<file path="config.mk">
export PLATFORM = sky130hd
export DESIGN_NAME = patch_stream_sequencer
export DESIGN_NICKNAME = d
export VERILOG_FILES = /design/src/rtl/patch_stream_sequencer_pkg.sv /design/src/rtl/patch_stream_sequencer_raster_counter.sv /design/src/rtl/patch_stream_sequencer.sv
export SDC_FILE = /design/constraint.sdc
export NUM_CORES = 1
export LEC_CHECK = 0
export ABC_AREA = 1
export CAP_MARGIN = 20
export CORE_MARGIN = 10
export CORE_UTILIZATION = 55
export DETAILED_ROUTE_END_ITERATION = 8
export DONT_BUFFER_PORTS = 1
export GPL_TIMING_DRIVEN = 0
export PLACE_DENSITY = 0.73
export SYNTH_ARGS = -nofsm -noshare
export SYNTH_HDL_FRONTEND = slang
export SYNTH_SLANG_ARGS = --single-unit
</file>
<file path="constraint.sdc">
create_clock -name clk_i -period 3.9 [get_ports clk_i]
set_input_delay 0 -clock clk_i [delete_from_list [all_inputs] [get_ports clk_i]]
set_output_delay 0 -clock clk_i [all_outputs]
set_load 0.03 [all_outputs]
</file>
<file path="src/rtl/patch_stream_sequencer_pkg.sv">
`default_nettype none
// ============================================================================
// patch_stream_sequencer_pkg : shared state encoding, frame defaults, log2
// Revision : 1.0
// ============================================================================
package patch_stream_sequencer_pkg;

    localparam int DEF_IMAGE_WIDTH  = 640;
    localparam int DEF_IMAGE_HEIGHT = 480;
    localparam int DEF_FRAME_WIDTH  = 800;
    localparam int DEF_FRAME_HEIGHT = 525;

    typedef enum logic [0:0] {
        ST_IDLE = 1'b0,
        ST_RUN  = 1'b1
    } state_t;

    // Ceiling log2: bits needed to hold values 0..n-1.
    function automatic int log2(input int n);
        int r;
        r = 0;
        for (int i = 0; i < 31; i++) begin
            if ((1 << i) < n) r = i + 1;
        end
        return r;
    endfunction

endpackage
`default_nettype wire

</file>
<file path="src/rtl/patch_stream_sequencer_raster_counter.sv">
`default_nettype none
// ============================================================================
// raster_counter : frame raster position (vcnt, hcnt) with advance and last flag
// Revision : 1.0
// ============================================================================
module raster_counter
    import patch_stream_sequencer_pkg::*;
#(
    parameter int FRAME_HEIGHT = DEF_FRAME_HEIGHT,
    parameter int FRAME_WIDTH  = DEF_FRAME_WIDTH,
    parameter int V_BITW       = 10,
    parameter int H_BITW       = 10
) (
    input  logic              clk_i,
    input  logic              rst_i,
    input  logic              advance_i,
    output logic [V_BITW-1:0] vcnt_o,
    output logic [H_BITW-1:0] hcnt_o,
    output logic              last_o
);

    localparam logic [V_BITW-1:0] V_LAST = V_BITW'(FRAME_HEIGHT - 1);
    localparam logic [H_BITW-1:0] H_LAST = H_BITW'(FRAME_WIDTH - 1);

    generate
        if (log2(FRAME_HEIGHT) > V_BITW || log2(FRAME_WIDTH) > H_BITW) begin : g_width_check
            $error("raster_counter: coordinate widths cannot hold the frame size");
        end
    endgenerate

    logic [V_BITW-1:0] vcnt_q, vcnt_d;
    logic [H_BITW-1:0] hcnt_q, hcnt_d;

    always_comb begin
        vcnt_d = vcnt_q;
        hcnt_d = hcnt_q;
        if (advance_i) begin
            if (hcnt_q == H_LAST) begin
                hcnt_d = '0;
                vcnt_d = (vcnt_q == V_LAST) ? '0 : vcnt_q + 1'b1;
            end else begin
                hcnt_d = hcnt_q + 1'b1;
            end
        end
    end

    always_ff @(posedge clk_i) begin
        if (rst_i) begin
            vcnt_q <= '0;
            hcnt_q <= '0;
        end else begin
            vcnt_q <= vcnt_d;
            hcnt_q <= hcnt_d;
        end
    end

    assign vcnt_o = vcnt_q;
    assign hcnt_o = hcnt_q;
    assign last_o = (vcnt_q == V_LAST) && (hcnt_q == H_LAST);

endmodule
`default_nettype wire

</file>
<file path="src/rtl/patch_stream_sequencer.sv">
`default_nettype none
// ============================================================================
// patch_stream_sequencer : raster walker feeding the sliding-window extractor
// Revision : 1.0
// ============================================================================
module patch_stream_sequencer
    import patch_stream_sequencer_pkg::*;
#(
    parameter int BIT_WIDTH    = 8,
    parameter int IMAGE_HEIGHT = DEF_IMAGE_HEIGHT,
    parameter int IMAGE_WIDTH  = DEF_IMAGE_WIDTH,
    parameter int FRAME_HEIGHT = DEF_FRAME_HEIGHT,
    parameter int FRAME_WIDTH  = DEF_FRAME_WIDTH,
    parameter int V_BITW       = 10,
    // 10 bits are needed to hold FRAME_WIDTH-1 = 799
    parameter int H_BITW       = 10,
    parameter int FCNT_BITW    = 16
) (
    input  logic                 clk_i,
    input  logic                 rst_i,
    input  logic                 start_i,
    input  logic                 cont_i,
    input  logic [BIT_WIDTH-1:0] s_pixel_i,
    input  logic                 s_sof_i,
    input  logic                 s_valid_i,
    output logic                 s_ready_o,
    input  logic                 m_ready_i,
    output logic [BIT_WIDTH-1:0] pe_pixel_o,
    output logic [V_BITW-1:0]    pe_vcnt_o,
    output logic [H_BITW-1:0]    pe_hcnt_o,
    output logic                 pe_enable_o,
    output logic                 busy_o,
    output logic                 frame_done_o,
    output logic [FCNT_BITW-1:0] frame_cnt_o,
    output logic                 err_sync_o
);

    localparam logic [V_BITW-1:0] IMG_V_END = V_BITW'(IMAGE_HEIGHT);
    localparam logic [H_BITW-1:0] IMG_H_END = H_BITW'(IMAGE_WIDTH);

    state_t            state_q, state_d;
    logic [V_BITW-1:0] vcnt;
    logic [H_BITW-1:0] hcnt;
    logic              last_pos, active, running, step, at_origin;

    raster_counter #(
        .FRAME_HEIGHT (FRAME_HEIGHT),
        .FRAME_WIDTH  (FRAME_WIDTH),
        .V_BITW       (V_BITW),
        .H_BITW       (H_BITW)
    ) u_raster (
        .clk_i     (clk_i),
        .rst_i     (rst_i),
        .advance_i (step),
        .vcnt_o    (vcnt),
        .hcnt_o    (hcnt),
        .last_o    (last_pos)
    );

    // Blanking positions advance without waiting on upstream data.
    assign running   = (state_q == ST_RUN);
    assign active    = (vcnt < IMG_V_END) && (hcnt < IMG_H_END);
    assign at_origin = (vcnt == '0) && (hcnt == '0);
    assign step      = running && m_ready_i && (active ? s_valid_i : 1'b1);
    assign s_ready_o = running && m_ready_i && active;
    assign busy_o    = running;

    always_ff @(posedge clk_i) begin
        if (rst_i) state_q <= ST_IDLE;
        else       state_q <= state_d;
    end

    always_comb begin
        state_d = state_q;
        case (state_q)
            ST_IDLE: if (start_i) state_d = ST_RUN;
            ST_RUN:  if (step && last_pos && !cont_i) state_d = ST_IDLE;
            default: state_d = ST_IDLE;
        endcase
    end

    logic [BIT_WIDTH-1:0] pe_pixel_q;
    logic [V_BITW-1:0]    pe_vcnt_q;
    logic [H_BITW-1:0]    pe_hcnt_q;
    logic                 pe_enable_q, frame_done_q, err_sync_q;
    logic [FCNT_BITW-1:0] frame_cnt_q;

    // Coordinates hold while stalled so the extractor sees stable inputs.
    always_ff @(posedge clk_i) begin
        if (rst_i) begin
            pe_pixel_q   <= '0;
            pe_vcnt_q    <= '0;
            pe_hcnt_q    <= '0;
            pe_enable_q  <= 1'b0;
            frame_done_q <= 1'b0;
            frame_cnt_q  <= '0;
            err_sync_q   <= 1'b0;
        end else begin
            pe_enable_q  <= step;
            frame_done_q <= step && last_pos;
            if (step) begin
                pe_pixel_q <= active ? s_pixel_i : '0;
                pe_vcnt_q  <= vcnt;
                pe_hcnt_q  <= hcnt;
            end
            if (step && last_pos) frame_cnt_q <= frame_cnt_q + 1'b1;
            if (step && active && (s_sof_i != at_origin)) err_sync_q <= 1'b1;
        end
    end

    assign pe_pixel_o   = pe_pixel_q;
    assign pe_vcnt_o    = pe_vcnt_q;
    assign pe_hcnt_o    = pe_hcnt_q;
    assign pe_enable_o  = pe_enable_q;
    assign frame_done_o = frame_done_q;
    assign frame_cnt_o  = frame_cnt_q;
    assign err_sync_o   = err_sync_q;

endmodule
`default_nettype wire
</file>
* Word level (Yosys, flattened, before mapping) *
Index checks and enable logic that the tools add are counted.

cells by class
  reduce and logical (&&, ||, !) cells = 14
  muxes and demuxes = 7
  $add $sub $neg = 3
  order comparisons = 2
  bitwise logic cells = 1
  eq/ne operators = 3

operators with widths
  cell                                                 count
  adder 10 x 1 -> 10 bit, second input constant        2
  equality test 10 bit, second input constant          2
  zero test 10 bit                                     2
  2-to-1 mux 10 bit                                    2
  adder 16 x 1 -> 16 bit, second input constant        1
  logical AND 1 bit                                    10
  < comparator 10 bit, second input constant           1
  < comparator 10 x 9 -> 1 bit, second input constant  1
  2-to-1 mux 8 bit                                     1
  2-to-1 mux 1 bit                                     3
  one-hot mux 1 bit (2 select lines)                   1
  AND reduction 2 bit                                  1
  zero test 1 bit                                      1
  != test 1 bit                                        1
  NOT 1 bit                                            1

word-level totals
  register bits = 68
  input bits = 15
  word-level logic and storage cells = 40
  output and inout bits = 49

* Logic depth before layout (Yosys ltp) *
  depth in word-level cells = 8
  depth in mapped cells = 11
  depth with buffers taken out = 10

* By module *
From an unflattened synthesis, not the netlist that was laid out.

second synthesis, totals
  cells, all modules = 480
  area, all modules = 3344.5 µm²

modules (own cells, without submodules)
  module                  seq. area each (µm²)  cells each  area an instance (µm²)  times used
  patch_stream_sequencer  960.9                 307         2209.6                  1
  raster_counter          400.4                 173         1134.8                  1

* Least setup slack after synthesis *
OpenSTA, ideal clock, no wires.

  kind = flip-flop to flip-flop
  start point = reg u_raster.vcnt_q[0], in the netlist u_raster.vcnt_o[0]
  end point = reg frame_cnt_q[10], in the netlist frame_cnt_o[10]
  setup slack = 2193 ps
  data required time = 3769 ps
  arrival = 1577 ps
  buffers on the path = 1
  setup time = 131 ps
  cell stages (with the launch flop) = 11
  period minus slack after synthesis = 1707 ps
  cell sequence = dfxtp_1 -> inv_1 -> ha_1 -> nand3_1 -> nor3_2 -> nand2_2 -> inv_1 -> nand2_2 -> buf_2 -> nand2_1 -> a21oi_2

on the way
  word-level cells in the longest chain between the ends = 5
  elaborated cells between the ends (all ways) = 7
  those cells by class = 1 x order compare; 1 x eq/ne; 1 x mux; 4 x reduce/logical

RTL lines
  item                          RTL line                                     source
  start, declared               patch_stream_sequencer_raster_counter.sv:31  logic [V_BITW-1:0] vcnt_q, vcnt_d;
  start signal, assigned        patch_stream_sequencer_raster_counter.sv:52  vcnt_q <= vcnt_d;
  < comparator 10 x 9 -> 1 bit  patch_stream_sequencer.sv:62                 assign active = (vcnt < IMG_V_END) && (hcnt < IMG_H_END);
  logical AND 1 bit             patch_stream_sequencer.sv:62
  2-to-1 mux 1 bit              patch_stream_sequencer.sv:64                 assign step = running && m_ready_i && (active ? s_valid_i : 1'b1);
  logical AND 1 bit             patch_stream_sequencer.sv:64
  logical AND 1 bit (*)         patch_stream_sequencer.sv:106                if (step && last_pos) frame_cnt_q <= frame_cnt_q + 1'b1;
  end signal, assigned          patch_stream_sequencer.sv:106
  end, declared                 patch_stream_sequencer.sv:86                 logic [FCNT_BITW-1:0] frame_cnt_q;

Mark *: on every way between the ends. The rest lies on a longest branch, timed or not.
A chain may end at the register's enable or synchronous reset.

* Worst setup path after layout *
  start point = reg u_raster.hcnt_q[1], in the netlist u_raster.hcnt_o[1]
  end point = reg state_q, in the netlist busy_o

on the way
  word-level cells in the longest chain between the ends = 8
  elaborated cells between the ends (all ways) = 10
  those cells by class = 1 x order compare; 1 x eq/ne; 3 x mux; 5 x reduce/logical

RTL lines
  item                                    RTL line                                     source
  start, declared                         patch_stream_sequencer_raster_counter.sv:32  logic [H_BITW-1:0] hcnt_q, hcnt_d;
  start signal, assigned                  patch_stream_sequencer_raster_counter.sv:53  hcnt_q <= hcnt_d;
  < comparator 10 bit                     patch_stream_sequencer.sv:62
  logical AND 1 bit                       patch_stream_sequencer.sv:62
  2-to-1 mux 1 bit                        patch_stream_sequencer.sv:64
  logical AND 1 bit                       patch_stream_sequencer.sv:64
  logical AND 1 bit (*) (2 in a row)      patch_stream_sequencer.sv:77                 ST_RUN: if (step && last_pos && !cont_i) state_d = ST_IDLE;
  2-to-1 mux 1 bit (*)                    patch_stream_sequencer.sv:77
  one-hot mux 1 bit (2 select lines) (*)  patch_stream_sequencer.sv:75                 case (state_q)
  end signal, assigned                    patch_stream_sequencer.sv:70                 else state_q <= state_d;
  end, declared                           patch_stream_sequencer.sv:41                 state_t state_q, state_d;

Marks and branches as above.

==> results.ini <==
[outcome]
status = completed

[detailed_routing]
remaining_drc_errors = 0
initialDrtViolationCount = 212
drt_wl_total_um = 8970
firstDrtPassIters = 6
drt-wirelength-per-cell_um = 14.7
viasPerCell = 5.36
vias = 3276
detail-route-antenna-nets = 0

[critical_path]
r2r_slack_ps = 1480
critical-path-top-delay-family = simple AND/OR/NAND/NOR gates
cp_cell_sequence = ha_1 > nand2_1 > nor2_4 > nand2_2 > nor2_4 > nand3_1 > buf_2 > nor2_1 > a21oi_1 > dlygate4sd3_1
crit_buf_inv = 2
r2r-start = u_raster.hcnt_o[1]
cp_data_required_time_ps = 4130
r2r_end = busy_o
worstPathMaxFanout = 10
end_kind = flop
max_stage_delay_ps = 560
crit_top_cell = nor2_4
crit_arrival_ps = 2650
start_kind = flop
crit_path_top_delay_cell = dlygate4sd3_1
ff2ff_path_depth = 10
crit_type = flop to flop

[job]
drv_cap = 0

[pwr]
p_leak_nw = 1.47
vdd_drop_max_mv = 0.304
power_mw = 1.46
power_density_nw_per_um2 = 381

[timing]
period_share_pct = 62.0
period_needed_ps = 2420
clock_skew_ps = 9.32
setup_viol = 0
max_freq_mhz = 413
relSlewSlack_pct = 52.1
fin_setup_tns_ps = 0
worst_pin_slew_ps = 716
rsz0062_at_grt = no
drv_slew = 0
hold_viol = 0
fin_ws_ps = 1480

[placement]
io_buffers = 0
post-place-ws_ps = 1860
placed_area_um2 = 3500
hpwlAfterDp_um = 6560
dpl.cell_count = 584
gp_congestion = 0.901

[global_routing]
grt_pass1_wl_um = 14900
grt_pass1_vias = 3113
overflow = 0
gr-usage-all-layers_pct = 18.4
antenna_found_initial = 0
grt_max_degree = 14

[clocking]
numCtsBuffers = 9
clk_latency_ps = 340
postCtsSetupBuffers = 0
hold_buffers = 11
root_buffer = clkbuf_8
tritoncts = yes
clock_path_buffers = 2
cts_sinks = 68
post_cts_resized = 0
cts.clk_slew.worst_paths_ps = 80
cts_max_level = 3

[layout]
layout-drive-gt1-share_pct = 8.21
area_growth_syn_to_layout_pct = 12.5
stdcell_count = 611
layout.nets = 551
num_antenna_cells = 0
design_area_um2 = 3830

[die]
core.rowCount = 28
io_pins = 64
dieHeight_um = 98.7
dieArea_um2 = 9730
initial_core_util_pct = 57.1
coreArea_um2 = 5960
chipWidth_um = 98.7

[yosys]
ys_ff_latch = 68
synth_async_sr_flop_share_pct = 0
synth.cell_area_um2 = 3400
avgSynthCellArea_um2 = 6.69
synth_edf_count = 0
synth_ff_type = dfxtp_1
synth_warnings = 0
syn_inst = 509
yosysUniqueCellTypes = 26
seq_area_frac_synth_pct = 40.0
syn-num-nets = 529

[worst_hold_path]
min_from = rst_i
whs_path_depth = 2
min_path_type = primary input to flop
min_to = pe_pixel_o[5]

## layer usage
layer | global-route usage (%) | part of all wire (%) | vias up
met5 | 0 | 0 | -
met4 | 7.17 | 1.1 | 0
met3 | 6.15 | 7.1 | 12
met2 | 30.8 | 49 | 89
met1 | 21.1 | 43 | 1520
li1 | - | - | 1655
## flip-flops by register name, summed over array words and instances, names as in the netlist
signal	cells
busy_o	1
err_sync_o	1
frame_cnt_o	16
frame_done_o	1
pe_enable_o	1
pe_hcnt_o	10
pe_pixel_o	8
pe_vcnt_o	10
u_raster.hcnt_o	10
u_raster.vcnt_o	10
## synth_stat cells, types with 2 or more instances
master | number | share of area, %
dfxtp_1 | 68 | 40
a21oi_1 | 55 | 8.1
inv_1 | 49 | 5.4
buf_6 | 2 | 0.66
o21ai_0 | 28 | 4.1
xor2_1 | 7 | 1.8
inv_2 | 2 | 0.22
clkbuf_1 | 7 | 0.77
nand4_1 | 10 | 1.8
ha_1 | 5 | 1.8
nand2_2 | 6 | 1.1
buf_4 | 3 | 0.66
xnor2_1 | 6 | 1.5
nor2_1 | 66 | 7.3
nand3_1 | 27 | 4.0
nand2_1 | 150 | 17
buf_2 | 7 | 1.0
nor2_4 | 3 | 0.99
## power breakdown
group / internal, mW / switching, mW / leakage [nW]
sequential: 0.707 / 0.0336 / 0.550
combinational: 0.0240 / 0.0428 / 0.814
clock: 0.363 / 0.288 / 0.110
total: 1.09 / 0.365 / 1.47
## worst reg2reg max path: stages, from the launching register on
cell,delay (ps)
dfxtp_1,450
ha_1,230
nand2_1,130
nor2_4,170
nand2_2,80
nor2_4,130
nand3_1,150
buf_2,220
nor2_1,120
a21oi_1,80
dlygate4sd3_1,560
## cell families after synthesis
family,Yosys count,share of synthesized area [%]
flops,68,40.0
xor+xnor,13,3.35
compound gates,84,12.5
fa+ha+maj,5,1.84
simple gates,268,33.5
buf+inv,71,8.90
## cells in the final DEF (no fill, tap or decap), drive strengths merged
cell,n
buf,12
a21oi,56
dfxtp,68
nand3,28
inv,52
dlygate4sd3,11
o21ai,28
bufinv,2
nand2,156
nand4,10
clkbuf,17
nand3b,1
ha,5
clkinv,3
xnor2,6
nor2,70
nor3,2
clkinvlp,1
and2,1
xor2,7
## stage by stage
stage / utilization (%) / hold slack, ps
floorplan: - / 145
global placement: 58.7 / 148
detailed placement: 58.7 / 153
CTS: 64.3 / 71.1
global route: 64.3 / 99.9
finish: 64.3 / 79.2
## worst max-delay path by stage
stage | slack, ps | startpoint | depth (start not counted) | end
3_3_place_gp | 1880 | u_raster.vcnt_o[0] | 10 | frame_cnt_o[10]
5_1_grt | 1360 | u_raster.hcnt_o[0] | 10 | busy_o
3_5_place_dp | 1860 | u_raster.vcnt_o[0] | 10 | frame_cnt_o[7]
6_report | 1480 | u_raster.hcnt_o[1] | 10 | busy_o
2_1_floorplan | 2190 | u_raster.vcnt_o[0] | 10 | frame_cnt_o[10]
4_1_cts | 1510 | u_raster.hcnt_o[1] | 10 | busy_o
## area by class of cell
class / count / area, um^2
Timing Repair Buffer: 11 / 110
Clock buffer: 9 / 124
Buffer: 20 / 111
Multi-Input combinational cell: 370 / 1740
Sequential cell: 68 / 1360
Tap cell: 75 / 93.8
Inverter: 51 / 191
Clock inverter: 7 / 98.8
Fill cell: 580 / 2130
No activity file was read; power rests on OpenSTA's default activity.
